**src/rtl/multi_mode_ff_bank.sv**
```systemverilog
// rtl/multi_mode_ff_bank.sv - bank of WIDTH flip-flops selectable at run time as SR, JK, D or T
//
// Ports:
//   clk       rising-edge clock
//   rst       asynchronous active-high reset
//   cfg_we    load cfg_mode into the mode register
//   cfg_mode  mode code: 00 SR, 01 JK, 10 D, 11 T
//   en        update enable; q holds when low
//   a         per channel S / J / D / T input
//   b         per channel R / K input (unused in D and T modes)
//   clr_err   clear sticky illegal flags and the event counter
//   q         stored state
//   qb        ~q (combinational)
//   mode      current mode register
//   illegal   sticky per-channel flag: S=R=1 seen in SR mode
//   err_cnt   saturating count of edges with at least one illegal channel

module multi_mode_ff_bank #(
    parameter int               WIDTH   = 8,
    parameter int               CNT_W   = 8,
    parameter logic [WIDTH-1:0] RST_VAL = {WIDTH{1'b0}}
) (
    input  logic             clk,
    input  logic             rst,
    input  logic             cfg_we,
    input  logic [1:0]       cfg_mode,
    input  logic             en,
    input  logic [WIDTH-1:0] a,
    input  logic [WIDTH-1:0] b,
    input  logic             clr_err,
    output logic [WIDTH-1:0] q,
    output logic [WIDTH-1:0] qb,
    output logic [1:0]       mode,
    output logic [WIDTH-1:0] illegal,
    output logic [CNT_W-1:0] err_cnt
);

    localparam logic [1:0] MODE_SR = 2'b00;
    localparam logic [1:0] MODE_JK = 2'b01;
    localparam logic [1:0] MODE_D  = 2'b10;
    localparam logic [1:0] MODE_T  = 2'b11;

    localparam logic [CNT_W-1:0] CNT_MAX = {CNT_W{1'b1}};
    localparam logic [CNT_W-1:0] CNT_ONE = {{(CNT_W-1){1'b0}}, 1'b1};

    logic [WIDTH-1:0] q_nxt;
    logic [WIDTH-1:0] events;
    logic             any_event;

    // Next-state per mode, evaluated with the mode register value before the edge,
    // so a cfg_we at the same edge does not affect this update.
    always_comb begin
        q_nxt = q;
        case (mode)
            // a==b holds (including the illegal 1/1 case); otherwise q follows a.
            MODE_SR: q_nxt = (q & ~(a ^ b)) | (a & ~b);
            MODE_JK: q_nxt = (a & ~q) | (~b & q);
            MODE_D:  q_nxt = a;
            MODE_T:  q_nxt = q ^ a;
            default: q_nxt = q;
        endcase
    end

    // Illegal events only exist on an enabled SR-mode edge.
    always_comb begin
        events = {WIDTH{1'b0}};
        if (en && (mode == MODE_SR)) begin
            events = a & b;
        end
    end

    assign any_event = |events;

    always_ff @(posedge clk or posedge rst) begin
        if (rst) begin
            q <= RST_VAL;
        end else if (en) begin
            q <= q_nxt;
        end
    end

    always_ff @(posedge clk or posedge rst) begin
        if (rst) begin
            mode <= MODE_SR;
        end else if (cfg_we) begin
            mode <= cfg_mode;
        end
    end

    // A clear coinciding with new events leaves exactly the new events recorded.
    always_ff @(posedge clk or posedge rst) begin
        if (rst) begin
            illegal <= {WIDTH{1'b0}};
        end else if (clr_err) begin
            illegal <= events;
        end else begin
            illegal <= illegal | events;
        end
    end

    always_ff @(posedge clk or posedge rst) begin
        if (rst) begin
            err_cnt <= {CNT_W{1'b0}};
        end else if (clr_err) begin
            err_cnt <= any_event ? CNT_ONE : {CNT_W{1'b0}};
        end else if (any_event && (err_cnt != CNT_MAX)) begin
            err_cnt <= err_cnt + CNT_ONE;
        end
    end

    assign qb = ~q;

endmodule

```
**config.mk**
```make
export PLATFORM = sky130hd
export DESIGN_NAME = multi_mode_ff_bank
export DESIGN_NICKNAME = d
export VERILOG_FILES = /design/src/rtl/multi_mode_ff_bank.sv
export SDC_FILE = /design/constraint.sdc
export NUM_CORES = 1
export LEC_CHECK = 0
export CAP_MARGIN = 20
export CORE_MARGIN = 2
export CORE_UTILIZATION = 28
export CTS_BUF_LIST = sky130_fd_sc_hd__clkbuf_16
export DETAILED_ROUTE_END_ITERATION = 8
export GPL_TIMING_DRIVEN = 0
export PLACE_DENSITY = 0.52
export REMOVE_ABC_BUFFERS = 1
export SYNTH_ARGS = -nofsm -noshare
export SYNTH_HDL_FRONTEND = slang
export SYNTH_SLANG_ARGS = --single-unit
```
**constraint.sdc**
```tcl
create_clock -name clk -period 1.7 [get_ports clk]
set_input_delay 0.34 -clock clk [delete_from_list [all_inputs] [get_ports clk]]
set_output_delay 0.34 -clock clk [all_outputs]
set_load 0.005 [all_outputs]
```
==> impl_metrics.tcl <==
set metrics [dict create \
    yosysWarnings 0 \
    synth_edf_count 0 \
    grt_pass1_vias 1638 \
    rr_startpoint "mode[0]" \
    ys_ff_latch 26 \
    fin_area_mm2 0.002615 \
    portBuffers 56 \
    syn2layout_area_growth_pct 50.36 \
    setup_tns_ns 0 \
    worst-setup-path-type "in2reg" \
    mostFrequentLayoutCell "clkdlybuf4s50_1" \
    synth_flop_cell "dfrtp_1" \
    cts_tree "yes" \
    rsz0062_at_grt "true" \
    final_antenna_net_count 0 \
    synth_area_leaders "dfrtp_1 37%, ha_1 12%, o21ai_0 4.9%" \
    async_flop_share 1.000 \
    vdd_drop_max_v 0.0004057 \
    cp_slowest_stage_delay_ns 0.54 \
    cp_num_buf_inv 1 \
    design.die.area_mm2 0.006858 \
    final-setup-viol-count 0 \
    worstPathMaxFanout 5 \
    layout_common_cells "37 x clkdlybuf4s50_1, 23 x dfrtp_1, 19 x inv_1" \
    grt_pass1_wl_mm 8.148 \
    final_nets 292 \
    worst_slew_pin_slew_ns 0.4242 \
    multi_input_area_mm2 0.001099 \
    crit_slowest_cell "or4_4" \
    htree_levels 1 \
    clock-sinks 26 \
    cap_violations 0 \
    clock_latency_ns 0.26 \
    seq_area_um2 659.4 \
    finalClockSkew_ns 0.005138 \
    placed_area_mm2 0.002371 \
    die_w_um 82.81 \
    crit_family "simple AND/OR/NAND/NOR gates" \
    final_max_slew_viol_count 0 \
    path_clk_slew_ns 0.07 \
    end_kind "register" \
    first_pass_iters 4 \
    antenna_found_initial 0 \
    gp_congestion 0.6604 \
    p_leak_nw 1.161 \
    syn_inst 187 \
    synth_area_leader_cell "dfrtp_1" \
    power.density_mw_per_mm2 772.4 \
    synthesis.area_mm2 0.001739 \
    drc 0 \
    syn_area_per_cell_um2 9.300 \
    vias_per_cell 5.074 \
    core_mm2 0.005956 \
    routed_wl_mm 4.752 \
    status "complete, no violations" \
    start_kind "input port" \
    start_util 0.2920 \
    ff2ff_setup_slack_ns 0.02 \
    period_needed_ns 1.688 \
    timing.rr.end "err_cnt[3]" \
    max_freq_ghz 0.5923 \
    yosysTopAreaCellShare 0.3741 \
    io_pins 57 \
    max_slew_margin 0.7169 \
    cp.arrival_ns 1.84 \
    drt_iter0_markers 46 \
    antennaDiodeCount 0 \
    grt_start_max_net_pins 22 \
    seq_area_frac_synth 0.3741 \
    clockBufferDepth 2 \
    required_ns 1.85 \
    post-route-period-util 0.9931 \
    grt_overflow_total 0 \
    dp_hpwl_mm 3.133 \
    timing_hold_violations_final 0 \
    row_count 28 \
    cts_buffers 3 \
    reg2regPathDepth 5 \
    synth_cell_types 34 \
    critical_path.cell_chain "buf_4, ha_4, or4_4, o21ai_4, nor4_2, mux2_1" \
    hp-class "in2async" \
    fin_hold_ws_ns 0.3292 \
    root_buffer "clkbuf_16" \
    routedWlPerCell_um 14.58 \
    gr-usage-all-layers 0.1428 \
    drive_above_1_share 0.2430 \
    vias 1654 \
    die_h_um 82.81 \
    fillers 596 \
]
power by group:
group	leakage (nW)	switching (W)	internal (W)	total [W]
registers	0.332	0.0000921	0.000692	0.000784
clock network	0.0385	0.000226	0.000316	0.000542
logic	0.790	0.000283	0.000410	0.000693
synth_stat cells, drive strengths merged, types with 4 or more instances:
library cell,instances
dfrtp,26
inv,19
nand2,18
o21ai,18
ha,17
a22o,8
a21oi,7
mux2i,7
nor2,7
clkbuf,6
nand4,6
nand2b,5
or4,5
a211o,4
a221o,4
buf,4
mux2,4
nand3,4
o31ai,4
per-layer routing:
layer,part of all wire,vias to the layer above,global-route usage
met3,0.062,5,0.02982
li1,-,802,-
met2,0.48,57,0.2353
met4,0.0097,0,0.03130
met5,0,-,0
met1,0.45,790,0.1931
repair_timing:
item                                    CTS  global route
cloned                                    0             0
buffers inserted                         11             2
pin swaps                                18             6
resized for setup                        88            22
hold buffers                              0             0
endpoints found under the setup margin   25            10
final cells by class:
| cell class | instances | share of cell area |
|---|---|---|
| well taps | 75 | 0.03589 |
| clock inverters | 1 | 0.001435 |
| inverters | 19 | 0.02727 |
| clock buffers | 3 | 0.02871 |
| repair buffers | 70 | 0.2344 |
| multi-input cells | 132 | 0.4201 |
| flip-flops and latches | 26 | 0.2522 |
worst max-delay path by stage:
stage                  to  cells past startpoint    start  slack, ns
2_1_floorplan  err_cnt[5]                      5     a[1]      -0.24
4_1_cts        err_cnt[5]                      6     a[4]      0.008
5_1_grt        err_cnt[5]                      4  mode[0]      -0.06
3_5_place_dp   err_cnt[7]                      5       en      -1.13
6_report       err_cnt[5]                      6     a[5]       0.01
3_3_place_gp   err_cnt[5]                      5       en      -1.11
state kept, by name, indices dropped and copies added (netlist names):
register and count:
err_cnt 8, illegal 8, mode 2, q 8
logic make-up (layout without fill, tap and decap cells):
group | after synthesis | count (layout) | synth area share
AOI/OAI and AO/OA | 50 | 50 | 0.1986
adders and majority gates | 17 | 17 | 0.1223
buffers and inverters | 29 | 93 | 0.06978
DFF | 26 | 26 | 0.3741
and+or+nand+nor | 54 | 54 | 0.1691
muxes | 11 | 11 | 0.06619
per-stage QoR:
stage | util | power, W | instances | worst slack [ns]
final | 0.4391 | 0.002020 | 326 | 0.01172
after global routing | 0.4391 | 0.002152 | 326 | -0.06014
after CTS | 0.4328 | 0.002038 | 324 | 0.008384
after detailed placement | 0.3981 | 0.001440 | 309 | -1.133
after global placement | 0.3935 | 0.001433 | 308 | -1.110
after floorplan | - | 0.001048 | 177 | -0.2374
Note: power is estimated with default switching activity, not from simulation.
